### src/rtl/clint_ipi_sequencer.sv
// Serialises per-hart IPI set/clear requests into single-beat register writes to the CLINT msip array.
// Keeps a per-hart shadow of the last successful write, coalesces requests, and latches the first bus error.
module clint_ipi_sequencer #(
  parameter int unsigned          NrHarts       = 10,
  parameter int unsigned          AddrWidth     = 32,
  parameter logic [AddrWidth-1:0] ClintBase     = '0,
  parameter bit                   SkipRedundant = 1'b1,
  localparam int unsigned         HartW         = (NrHarts > 1) ? $clog2(NrHarts) : 1
) (
  input  logic                 clk_i,
  input  logic                 rst_ni,
  input  logic [NrHarts-1:0]   set_i,
  input  logic [NrHarts-1:0]   clr_i,
  output logic                 reg_valid_o,
  output logic                 reg_write_o,
  output logic [AddrWidth-1:0] reg_addr_o,
  output logic [31:0]          reg_wdata_o,
  output logic [3:0]           reg_wstrb_o,
  input  logic                 reg_ready_i,
  input  logic                 reg_error_i,
  output logic [NrHarts-1:0]   pending_o,
  output logic [NrHarts-1:0]   msip_shadow_o,
  output logic                 busy_o,
  output logic                 err_o,
  output logic [HartW-1:0]     err_hart_o,
  input  logic                 err_clr_i
);

  typedef enum logic {
    IDLE = 1'b0,
    REQ  = 1'b1
  } state_e;

  state_e               state_q, state_d;
  logic [NrHarts-1:0]   pend_q, pend_d;
  logic [NrHarts-1:0]   val_q, val_d;
  logic [NrHarts-1:0]   shadow_q;
  logic [HartW-1:0]     rr_q;
  logic [HartW-1:0]     cur_q;
  logic [AddrWidth-1:0] addr_q;
  logic                 wbit_q;
  logic                 err_q;
  logic [HartW-1:0]     err_hart_q;

  logic                 pick_found;
  logic [HartW-1:0]     pick;
  int unsigned          rr_idx;
  logic                 launch;
  logic                 complete;

  // Round robin: first pending hart at or after rr+1, wrapping to 0.
  always_comb begin
    pick_found = 1'b0;
    pick       = '0;
    rr_idx     = 0;
    for (int unsigned k = 1; k <= NrHarts; k++) begin
      rr_idx = (32'(rr_q) + k) % NrHarts;
      if (!pick_found && pend_q[HartW'(rr_idx)]) begin
        pick_found = 1'b1;
        pick       = HartW'(rr_idx);
      end
    end
  end

  always_ff @(posedge clk_i) begin
    if (!rst_ni) state_q <= IDLE;
    else         state_q <= state_d;
  end

  always_comb begin
    state_d  = state_q;
    launch   = 1'b0;
    complete = 1'b0;
    case (state_q)
      IDLE: begin
        if (pick_found) begin
          launch  = 1'b1;
          state_d = REQ;
        end
      end
      REQ: begin
        if (reg_ready_i) begin
          complete = 1'b1;
          state_d  = IDLE;
        end
      end
      default: state_d = IDLE;
    endcase
  end

  // Op slots: launch consumes the slot, a same-cycle request re-queues it (last request wins).
  always_comb begin
    pend_d = pend_q;
    val_d  = val_q;
    if (launch) pend_d[pick] = 1'b0;
    for (int i = 0; i < int'(NrHarts); i++) begin
      if (set_i[i] || clr_i[i]) begin
        if (!(SkipRedundant && (set_i[i] == shadow_q[i]) && !pend_q[i] &&
              !((state_q == REQ) && (cur_q == HartW'(i))))) begin
          pend_d[i] = 1'b1;
          val_d[i]  = set_i[i];
        end
      end
    end
  end

  always_ff @(posedge clk_i) begin
    if (!rst_ni) begin
      pend_q     <= '0;
      val_q      <= '0;
      shadow_q   <= '0;
      rr_q       <= '0;
      cur_q      <= '0;
      addr_q     <= '0;
      wbit_q     <= 1'b0;
      err_q      <= 1'b0;
      err_hart_q <= '0;
    end else begin
      pend_q <= pend_d;
      val_q  <= val_d;
      if (launch) begin
        rr_q   <= pick;
        cur_q  <= pick;
        addr_q <= ClintBase + (AddrWidth'(pick) << 2);
        wbit_q <= val_q[pick];
      end
      if (complete && !reg_error_i) shadow_q[cur_q] <= wbit_q;
      // A completing error beats a same-cycle clear; otherwise the first error hart is kept.
      if (complete && reg_error_i) begin
        err_q <= 1'b1;
        if (!err_q || err_clr_i) err_hart_q <= cur_q;
      end else if (err_clr_i) begin
        err_q      <= 1'b0;
        err_hart_q <= '0;
      end
    end
  end

  assign reg_valid_o   = (state_q == REQ);
  assign reg_write_o   = 1'b1;
  assign reg_addr_o    = addr_q;
  assign reg_wdata_o   = {31'b0, wbit_q};
  assign reg_wstrb_o   = 4'b0001;
  assign pending_o     = pend_q;
  assign msip_shadow_o = shadow_q;
  assign busy_o        = (state_q != IDLE) || (|pend_q);
  assign err_o         = err_q;
  assign err_hart_o    = err_hart_q;

endmodule

### config.mk
export PLATFORM = sky130hd
export DESIGN_NAME = clint_ipi_sequencer
export DESIGN_NICKNAME = d
export VERILOG_FILES = /design/src/rtl/clint_ipi_sequencer.sv
export SDC_FILE = /design/constraint.sdc
export NUM_CORES = 1
export LEC_CHECK = 0
export ABC_AREA = 1
export ABC_CLOCK_PERIOD_IN_PS = 3600
export BUFFER_PORTS_ARGS = -buffer_cell sky130_fd_sc_hd__buf_2
export CAP_MARGIN = 5
export CORE_UTILIZATION = 51
export DETAILED_ROUTE_END_ITERATION = 10
export HOLD_SLACK_MARGIN = 0.12
export PLACE_DENSITY_LB_ADDON = 0.3
export SLEW_MARGIN = 20
export SYNTH_ARGS = -nofsm -noshare
export SYNTH_HDL_FRONTEND = slang
export SYNTH_SLANG_ARGS = --single-unit
### constraint.sdc
create_clock -name clk_i -period 3.6 [get_ports clk_i]
set_input_delay 0.72 -clock clk_i [delete_from_list [all_inputs] [get_ports clk_i]]
set_output_delay 0.72 -clock clk_i [all_outputs]
set_load 0.03 [all_outputs]
# == Yosys cells after proc, flatten, opt, wreduce, memory -nomap -nowiden ==
# Cells that the tools add are included.
# Widths: inputs -> output; s select.
# op_classes
div_mod_pow,10
addsub,10
n_eq_ne,20
mux,79
bitwise,13
reduce_logical,100
order_cmp,14
# op_table
operator,count
$mod 32x4->32 const B,10
$lt 4x5->1 const B,12
$mux 4,13
$mux 1,50
$bmux 1 s4,11
$logic_and 1x1->1,43
$logic_not 1->1,31
$reduce_and 2->1,11
$add 4x3->5 const B,4
$eq 4x3->1 const B,4
$add 4x4->5 const B,3
$logic_or 1x1->1,12
$not 1->1,11
$add 4x2->5 const B,2
$and 10x10->10,1
$bwmux 10,1
$eq 1x1->1,10
$mux 10,1
$not 10->10,1
$reduce_or 10->1,1
$demux 1 s4,2
$eq 4x2->1 const B,2
$eq 4x4->1 const B,2
$ge 4x1->1 const B,2
6 further kinds,6
# totals
register_bits,41
out_inout_bits,96
in_bits,25
word_cells,263

# == Logic depth before layout (Yosys ltp) ==
# Gate-level depths: netlist (run 1).
# logic_depth
word_depth,41
mapped_depth,39
ltp_nobuf,38

# == Worst setup path before layout (run 1) ==
# Ideal clock, no wire load.
# synth_timing
kind,reg-to-reg
from,register cur_q[1]
to,register pend_q[3] (netlist: pending_o[3])
path_slack_ns,-0.563
path_stages_with_launch,32
setup_ns,0.132
arrival_time_ns,4.031
period_less_slack_ns,4.163
n_path_buf,1
required_ns,3.468
path_cell_list,dfxtp_1 -> inv_2 -> ha_1 -> buf_2 -> inv_1 -> nand2_2 -> ha_1 -> inv_1 -> nand2_1 -> nand2_1 -> nand2_1 -> nor2_4 -> nand2_2 -> nand2_1 -> nand2_2 -> nand3b_1 -> nand3_2 -> nand3_2 -> nor2_4 -> nand4_4 -> nor2_2 -> nand2_1 -> nand2_1 -> inv_1 -> nand2_1 -> nand2_1 -> nand2_2 -> nand2_4 -> inv_2 -> nand3_1 -> o21ai_1 -> a21oi_1
# synth_via
elab_chain_len,41
elab_cells_between_ends,94
classes_between,add/sub: 10; div: 10; order compare: 2; eq/ne: 1; mux: 47; bitwise: 2; reduce/logical: 22
# synth_lines
item,line_no,source
from (decl),39,logic [HartW-1:0] cur_q;
from (signal assigned),123,cur_q <= pick;
$add 4x1->5,n/a,
$mod 32x4->32,n/a,
$bmux 1 s4,n/a,
$mux 1 (2 in series),n/a,
$logic_not 1->1,n/a,
$logic_and 1x1->1,n/a,
$mux 1,n/a,
$logic_not 1->1,n/a,
[24 not listed],n/a,
$logic_and 1x1->1,n/a,
$mux 1,n/a,
$demux 1 s4,n/a,
$not 10->10 (no line),n/a,
$and 10x10->10 (no line),n/a,
$mux 10,n/a,
$mux 1,98,if (!(SkipRedundant && (set_i[i] == shadow_q[i]) && !pend_q[i] &&
$mux 1 *,97,if (set_i[i] || clr_i[i]) begin
to (signal assigned),119,pend_q <= pend_d;
to (decl),35,"logic [NrHarts-1:0] pend_q, pend_d;"
# Mark *: on every way between the ends. The rest lies on a longest branch, timed or not. The select of a mux whose other input is x is not followed.
# A chain may end at the register's enable or synchronous reset.

==> metrics.txt, run 1 <==
status=complete, but fails checks; failing checks=setup timing; Setup Viol. Count Final=16; fin crit share=111%; Area Overhead vs Synth=41.7%; Primary FF master, synth=dfxtp_1; Largest delay share family, worst path=simple AND/OR/NAND/NOR gates; RSZ-0062 raised after global routing=true; Post-synth ARST share=0%; num rows=38; Die Ht=between 100 and 150 microns; Post-DRT Antenna Nets=0; Longest Clk Path Bufs=2; Post-Synthesis Cells=between 900 and 1000; number of DRC markers in iteration 0=~600; yosys synthesis warning count=0; CTS Buf Count=5; share of layout cells above drive strength 1=between 40% and 50%; critical path class=flop to flop; Buf/Inv on CP=4; GP Congestion=roughly 0.95; setup TNS=-3.44 ns; library cells used by synthesis=54; Initial DRT Pass Iterations=6; Yosys reg bits=approximately 40; via count=7279; # IOs=between 100 and 150; Max Freq=around 250 MHz; CTS tree=yes; syn avg cell area=a little over 6 sq um; clk root buf=clkbuf_8; CP max FO=8; Filler cells=between 700 and 800; CP max stage cell=dfxtp_4; Post-synth EDFFs=0; DR DRC count=0; Core Area=between 10000 and 15000 sq um; Worst Setup End Kind=flop; gr ovfl total=0; Min-Delay Path Class=flop to flop; Slew Limit Fails=0; Seq/Total Area, Yosys=between 10 and 15%; DRT Wirelength=between 20000 and 25000 microns; clk sinks=between 40 and 50; Final Critical Period=3.99 ns; vias per inst=between 5 and 6; vias in the first global route=around 6500; fin worst setup slack=-0.386 ns; final instance area=just over 8000 sq um; first-pass GRT wire length=~30000 microns; htree depth=2; die area=~12000 sq um; starting density of the core=52.7%; synthesized cell area=roughly 5700 sq um; Rel. slew slack=about 67%; WP data arrival=around 4.2 ns; Total GRT Usage=between 30 and 40%; PortBufs=56; Slew @ Worst Pin=0.497 ns; final worst clock skew=roughly 0.012 ns; ant diodes=0; clock-pin slew on the worst setup and hold paths=roughly 0.090 ns; Die W=between 100 and 150 microns; Req. time, crit path=3.85 ns; Cell Area, Placed=7000 sq um; post-DP HPWL=~14000 microns; largest net degree at the start of global routing=34; max cap viols=0; Max stage delay on crit path=around 0.46 ns; Final nets=1234; initial antenna violation count=0; Critical Path Source Type=flop; final hold violations=0; Most common cell on crit path=nand2_2; clk_lat worst skew=~0.31 ns; DR WL/cell=about 16 microns
## per-stage QoR
| stage | worst slack (ns) | instances | hold WS [ns] | util, % |
|---|---|---|---|---|
| 2_1_floorplan | 0.00364 | 1013 | 0.439 | - |
| 3_3_place_gp | -0.106 | 1269 | 0.446 | 64.3 |
| 3_5_place_dp | -0.188 | 1269 | 0.451 | 64.3 |
| 4_1_cts | -0.00294 | 1305 | 0.462 | 71.1 |
| 5_1_grt | -0.616 | 1318 | 0.483 | 74.6 |
| 6_report | -0.386 | 1318 | 0.460 | 74.6 |
## cells by family (layout without fill, tap and decap cells)
family	after synthesis	count (layout)	share of synthesized area, %
and+or+nand+nor	518	518	43.4
buffers and inverters	203	368	18.0
muxes	1	1	0.174
adders and majority gates	32	32	6.98
other	2	64	0.131
xor gates and xnor gates	22	22	3.62
AOI/OAI and AO/OA	132	132	13.4
DFF	41	41	14.3
## repair_timing
| action | in CTS | in global routing |
|---|---|---|
| hold buffers | 0 | 0 |
| resized for setup | 111 | 79 |
| setup endpoints to repair | 15 | 16 |
| pin swaps | 70 | 53 |
| setup buffers | 28 | 13 |
## worst min-delay path, stage by stage, from the launching register on
cell     delay [ns]
dfxtp_1        0.31
nand2_1        0.06
a21oi_1        0.05
## layout by cell type (no fill, tap or decap), types with 4 or more instances in the layout
| cell type | count |
|---|---|
| a21oi_1 | 41 |
| a21oi_2 | 6 |
| a31oi_1 | 4 |
| buf_2 | 56 |
| buf_4 | 178 |
| buf_6 | 8 |
| clkbuf_8 | 5 |
| conb_1 | 64 |
| dfxtp_1 | 37 |
| dfxtp_4 | 4 |
| ha_1 | 17 |
| ha_4 | 13 |
| inv_1 | 87 |
| inv_2 | 19 |
| inv_4 | 6 |
| nand2_1 | 195 |
| nand2_2 | 70 |
| nand2_4 | 25 |
| nand3_1 | 82 |
| nand3_2 | 20 |
| nand3_4 | 5 |
| nand3b_1 | 6 |
| nand4_1 | 9 |
| nor2_1 | 46 |
| nor2_2 | 15 |
| nor2_4 | 9 |
| nor3_1 | 16 |
| nor4_1 | 6 |
| o211ai_1 | 6 |
| o21ai_0 | 31 |
| o21ai_1 | 11 |
| o21ai_2 | 12 |
| xnor2_1 | 6 |
| xor2_1 | 9 |
| xor2_2 | 6 |
## worst paths after layout
kind	slack (ns)	cells past startpoint	from	to
max	-0.39	30	cur_q[2]	wbit_q
min	0.46	2	err_hart_o[1]	err_hart_o[1]
max reg2reg	-0.39	30	cur_q[2]	wbit_q
min reg2reg	0.46	2	err_hart_o[1]	err_hart_o[1]
## cells in the mapped netlist, types with 8 or more instances
cell      instances  area (sq um)
inv_1           102           383
nand3_2           8          80.1
nand2_1         245           920
nand2_2          36           225
ha_1             32           400
clkbuf_1          8          30.0
buf_2             8          40.0
o21ai_0          37           185
nor2_1           63           236
o21ai_1          15          75.1
inv_2            11          41.3
xor2_1           13           114
nand2_4          10           113
buf_4            66           495
dfxtp_1          41           821
nor3_1           17          85.1
nand3_1          98           490
a21oi_1          47           235
nand4_1           9          56.3
## cell type report
cell class	count	area [sq um]	area share, %
Timing Repair Buffer	242	1710	21.0
Sequential cell	41	836	10.3
Tap cell	140	175	2.16
Clock buffer	8	80.1	0.985
Inverter	118	473	5.82
Multi-Input combinational cell	769	4860	59.8
## registers in the layout (all words and copies together) (netlist names)
signal,cells
msip_shadow_o,10
pending_o,10
val_q,10
cur_q,4
err_hart_o,4
err_o,1
reg_valid_o,1
wbit_q,1
## layer usage
layer  up-vias  GRT usage [%]  routed length, microns
met4         0           19.7                    1580
met1      3329           38.2                    7930
li1       3407              -                       -
met3       133           4.22                    1560
met2       410           56.7                   10000
met5         -              0                       0
Power of run 1 is left out: the tool's default activity adds up to more than one toggle a clock period on the data nets, which glitch-free logic cannot reach.
==> run 2: changes to the inputs <==
--- a/config.mk
+++ b/config.mk
@@ -9,7 +9,8 @@
 export ABC_CLOCK_PERIOD_IN_PS = 3600
 export BUFFER_PORTS_ARGS = -buffer_cell sky130_fd_sc_hd__buf_2
 export CAP_MARGIN = 5
-export CORE_UTILIZATION = 51
+export CORE_UTILIZATION = 52
+export CTS_BUF_LIST = sky130_fd_sc_hd__clkbuf_2
 export DETAILED_ROUTE_END_ITERATION = 10
 export HOLD_SLACK_MARGIN = 0.12
 export PLACE_DENSITY_LB_ADDON = 0.3
@@ -17,3 +18,4 @@
 export SYNTH_ARGS = -nofsm -noshare
 export SYNTH_HDL_FRONTEND = slang
 export SYNTH_SLANG_ARGS = --single-unit
+export TNS_END_PERCENT = 20
==> run 2 against run 1 <==
- hold slack improved by 0.023 ns
- first-iteration DRC count rose by 26%
- via count rose by 5.2%
- the run still ends with setup timing left
- clock skew rose by 0.013 ns
==> metrics.txt, run 2 (synthesized netlist as in run 1, its figures left out) <==
status=complete, but fails checks; failing checks=setup timing; htree depth=2 (unchanged); Cell Count, Final, Fillers Out=1317 (-0.076%); Core Area=10500 sq um (-3.5%); num rows=37 (-2.6%); CTS Buf Count=5 (unchanged); commonest non-fill, non-tap cell in the layout=nand2_1; Rel. slew slack=59.4% (-7.3 points); final worst clock skew=0.0247 ns (+0.0127 ns); largest net degree at the start of global routing=36 (+5.9%); Total GRT Usage=33.8% (+1.2 points); most frequent cells in the layout=nand2_1, buf_4, inv_1; Most common cell on crit path=nand2_1; Die W=107 microns (-0.95%); Longest Clk Path Bufs=2 (unchanged); Worst Setup End Kind=flop; Die Ht=107 microns (-0.95%); via count=7654 (+5.2%); CTS tree=yes; post-DP HPWL=14700 microns (+4.6%); number of DRC markers in iteration 0=753 (+26%); RSZ-0062 raised after global routing=true; # IOs=121 (unchanged); register area=836 sq um (unchanged); Post-DRT Antenna Nets=0 (unchanged); gr ovfl total=0 (unchanged); DRT Wirelength=23200 microns (+10%); max cap viols=0 (unchanged); starting density of the core=54.6% (+1.9 points); clk_lat worst skew=0.47 ns (+0.16 ns); Max Freq=252 MHz (+0.29%); hold slack final=0.483 ns (+0.0231 ns); vias in the first global route=6684 (+3.5%); CP max stage cell=dfxtp_4; initial antenna violation count=1 (+1); fin crit share=110% (-0.32 points); Largest delay share family, worst path=simple AND/OR/NAND/NOR gates; vias per inst=5.81 (+5.2%); Final Critical Period=3.97 ns (-0.0117 ns); GP Congestion=0.911 (-4.1%); Setup Viol. Count Final=16 (unchanged); # hold bufs at CTS=0 (unchanged); Min-Delay Path Class=flop to flop; die area=11500 sq um (-1.9%); DR DRC count=0 (unchanged); area occupied by multi-input gates=4890 sq um (+0.72%); Area Overhead vs Synth=43.0%; Req. time, crit path=3.96 ns (+0.11 ns); WP data arrival=4.33 ns (+0.09 ns); Slew @ Worst Pin=0.604 ns (+0.107 ns); clk root buf=clkbuf_2; Max stage delay on crit path=0.52 ns (+0.06 ns); critical path class=flop to flop; Slew Limit Fails=0 (unchanged); clk sinks=41 (unchanged); Inst Count DP=1275 (+0.47%); DR WL/cell=17.6 microns (+10%); CP max FO=11 (+3); clock-pin slew on the worst setup and hold paths=0.22 ns (+0.13 ns); Final nets=1236 (+0.16%); Buf/Inv on CP=7 (+3); Critical Path Source Type=flop; final hold violations=0 (unchanged); Initial DRT Pass Iterations=8 (+2); first-pass GRT wire length=30900 microns (+2.7%); fin worst setup slack=-0.374 ns (+0.0117 ns); Filler cells=712 (-8.4%); Place WS=-0.192 ns (-0.00446 ns); PortBufs=56 (unchanged); share of layout cells above drive strength 1=41.6% (+0.44 points)
## run 2: cell count changes in the layout (fill, tap and decap cells not counted), sizes merged
cell,delta
buf,+2
inv,+1
clkbuf,-3
bufinv,+2
diode,+1
## run 2: area by class of cell
class,instances,share of cell area [%]
multi-input combinational,769,59.6
clock buffer,5,0.305
inverter,118,5.83
sequential,41,10.2
clock inverter,3,0.839
antenna,1,0.0305
tap,136,2.07
timing repair buffer,244,21.1
## run 2: timing repair
action / in CTS / in global routing
pin swaps: 60 / 74
gates resized for setup: 93 / 104
buffers inserted: 20 / 13
endpoints found under the setup margin: 15 / 16
## run 2: worst min-delay path, stage by stage, from the launching register on
cell	delay, ns
dfxtp_1	0.36
nand2_1	0.06
a21oi_1	0.05
## run 2: path summary, 6_finish.rpt
kind	cells past startpoint	end	slack [ns]	start
hold / removal	2	err_hart_o[0]	0.48	err_hart_o[0]
setup reg to reg	25	cur_q[1]	-0.37	cur_q[1]
setup / recovery	25	cur_q[1]	-0.37	cur_q[1]
hold reg to reg	2	err_hart_o[0]	0.48	err_hart_o[0]
## run 2: per-layer routing
metal,wire (microns),global-route usage (%),vias to the layer above
met2,10800,58.9,643
met1,8180,40.7,3396
met5,0,0,-
met4,1810,18.0,0
met3,2400,3.71,199
li1,-,-,3416
## run 2: through the flow
step | area [sq um] | util, % | TNS [ns]
floorplan | 6060 | - | 0
global placement | 7070 | 67.2 | -1.43
detailed placement | 7070 | 67.2 | -2.07
CTS | 7670 | 73.0 | -0.278
global route | 8200 | 78.1 | -7.16
finish | 8200 | 78.1 | -4.72
Power of run 2 is left out for the same reason.
==> run 3: changes to the inputs <==
--- a/config.mk
+++ b/config.mk
@@ -9,6 +9,7 @@
 export ABC_CLOCK_PERIOD_IN_PS = 3600
 export BUFFER_PORTS_ARGS = -buffer_cell sky130_fd_sc_hd__buf_2
 export CAP_MARGIN = 5
+export CORE_ASPECT_RATIO = 1.1
 export CORE_UTILIZATION = 52
 export CTS_BUF_LIST = sky130_fd_sc_hd__clkbuf_2
 export DETAILED_ROUTE_END_ITERATION = 10
==> constraint.sdc (replaced) <==
create_clock -name clk_i -period 3.6 [get_ports clk_i]
set_input_delay 0.9 -clock clk_i [delete_from_list [all_inputs] [get_ports clk_i]]
set_output_delay 0.9 -clock clk_i [all_outputs]
set_load 0.03 [all_outputs]
==> run 3 against run 2 <==
- the flow still finishes with violations (setup timing)
- maximum frequency is 1.4% higher
- critical path depth is 2 higher
- die area hardly changed
- flip-flop and latch count stayed put
- register-to-register slack better by 0.05 ns
- clock skew is 0.0034 ns higher
- cell area is 1.5% lower
- wire length is 11% lower
- via count is 6.5% lower
- setup slack better by 0.054 ns
- utilization is 1.4 points lower
- cell count is 1.1% higher
==> metrics.txt, run 3 (synthesized netlist as in run 1, its figures left out) <==
Area Overhead vs Synth=40.9%; clk sinks=41 (unchanged); Die W=102 microns (-4.6%); CTS Buf Count=5 (unchanged); clk_lat worst skew=0.45 ns (-0.02 ns); Max Freq=255 MHz (+1.4%); Filler cells=786 (+10%); Buf/Inv on CP=5 (-2); gr ovfl total=0 (unchanged); Initial DRT Pass Iterations=6 (-2); vias per inst=5.37 (-7.5%); clock-pin slew on the worst setup and hold paths=0.23 ns (about the same); PortBufs=56 (unchanged); met2 Usage GRT=58.3% (-0.60 points); DRT Wirelength=20600 microns (-11%); met3 GRT Util=3.18% (-0.53 points); clk root buf=clkbuf_2; Post-DRT Antenna Nets=0 (unchanged); Total GRT Usage=33.1% (-0.74 points); via count=7153 (-6.5%); final hold violations=0 (unchanged); CTS tree=yes; number of DRC markers in iteration 0=412 (-45%); Worst Setup End Kind=flop; Final nets=1244 (+0.65%); Rel. slew slack=62.6% (+3.3 points); commonest non-fill, non-tap cell in the layout=nand2_1; hold slack final=0.478 ns (-0.00501 ns); htree depth=2 (unchanged); Min-Delay Path Class=flop to flop; first-pass GRT wire length=30000 microns (-2.9%); CP max stage cell=dfxtp_4; DR DRC count=0 (unchanged); most frequent cells in the layout=nand2_1, buf_4, inv_1; Setup Viol. Count Final=16 (unchanged); Critical Path Source Type=flop; fin worst setup slack=-0.321 ns (+0.0540 ns); post-DP HPWL=14700 microns (-0.29%); ant diodes=0 (-1); share of layout cells above drive strength 1=39.9% (-1.7 points); Most common cell on crit path=nand2_2; fin crit share=109% (-1.5 points); # hold bufs at CTS=0 (unchanged); num rows=39 (+5.4%); final worst clock skew=0.0281 ns (+0.00339 ns); Max stage delay on crit path=0.51 ns (about the same); vias in the first global route=6493 (-2.9%); die area=11500 sq um (about the same); met1 usage=37.8% (-2.8 points); starting density of the core=54.4% (-0.16 points); DR WL/cell=15.5 microns (-12%); Slew @ Worst Pin=0.560 ns (-0.0440 ns); RSZ-0062 raised after global routing=true; Final Critical Period=3.92 ns (-0.0540 ns); critical path class=flop to flop; max cap viols=0 (unchanged); Core Area=10500 sq um (+0.30%); initial antenna violation count=0 (-1); Largest delay share family, worst path=simple AND/OR/NAND/NOR gates; Die Ht=112 microns (+4.8%); failing checks=setup timing; GP Congestion=0.992 (+8.9%); # IOs=121 (unchanged); Top Usage Layer GRT=met2; Longest Clk Path Bufs=2 (unchanged); CP max FO=8 (-3); Slew Limit Fails=0 (unchanged); largest net degree at the start of global routing=32 (-11%); Req. time, crit path=3.99 ns (+0.03 ns); WP data arrival=4.31 ns (-0.02 ns); status=complete, but fails checks
==> run 3: cell types whose count changed in the layout (fill, tap and decap cells not counted), moves of 8 or more <==
cell     previous run  this run
o21ai_1             8        16
nand2_2            54        63
nand3_1            69        77
buf_4             177       190
==> run 3: layer usage <==
| layer | wire, microns | vias up |
|---|---|---|
| li1 | - | 3425 |
| met1 | 7730 | 3238 |
| met2 | 10000 | 382 |
| met3 | 1330 | 108 |
| met4 | 1480 | 0 |
| met5 | 0 | - |
==> run 3: through the flow <==
stage | setup WS, ns | util (%) | TNS, ns | cells | area, sq um
final | -0.321 | 76.7 | -3.97 | 1331 | 8080
after global routing | -0.619 | 76.7 | -8.39 | 1331 | 8080
after CTS | -0.0906 | 72.9 | -0.596 | 1318 | 7680
after detailed placement | -0.240 | 67.6 | -2.40 | 1287 | 7130
after global placement | -0.165 | 67.6 | -1.57 | 1287 | 7130
after floorplan | 0.00364 | - | 0 | 1013 | 6060
==> run 3: what timing repair did <==
| item | CTS | global route |
|---|---|---|
| cloned | 0 | 0 |
| gates resized for setup | 73 | 79 |
| endpoints found under the setup margin | 15 | 16 |
| pin swaps | 48 | 70 |
| setup buffers | 23 | 13 |
==> run 3: worst paths after layout <==
check / depth (start not counted) / to / from / slack [ns]
worst max register to register: 27 / wbit_q / cur_q[1] / -0.32
worst min register to register: 2 / err_hart_o[0] / err_hart_o[0] / 0.48
worst max-delay path: 27 / wbit_q / cur_q[1] / -0.32
worst min-delay path: 2 / err_hart_o[0] / err_hart_o[0] / 0.48
==> run 3: worst reg2reg max path: cells and delay by family (launching register included) <==
kind | cells | cell delay (ns)
compound gates | 2 | 0.34
simple gates | 18 | 2.29
flops | 1 | 0.51
fa+ha+maj | 2 | 0.38
buf+inv | 5 | 0.36
==> run 3: area by class of cell <==
class	count	area, sq um	area share, %
tap	143	179	2.21
timing repair buffer	252	1780	22.1
clock inverter	3	65.1	0.805
sequential	41	836	10.3
multi-input combinational	769	4730	58.5
inverter	118	465	5.76
clock buffer	5	25.0	0.310
Power of run 3 is left out for the same reason.
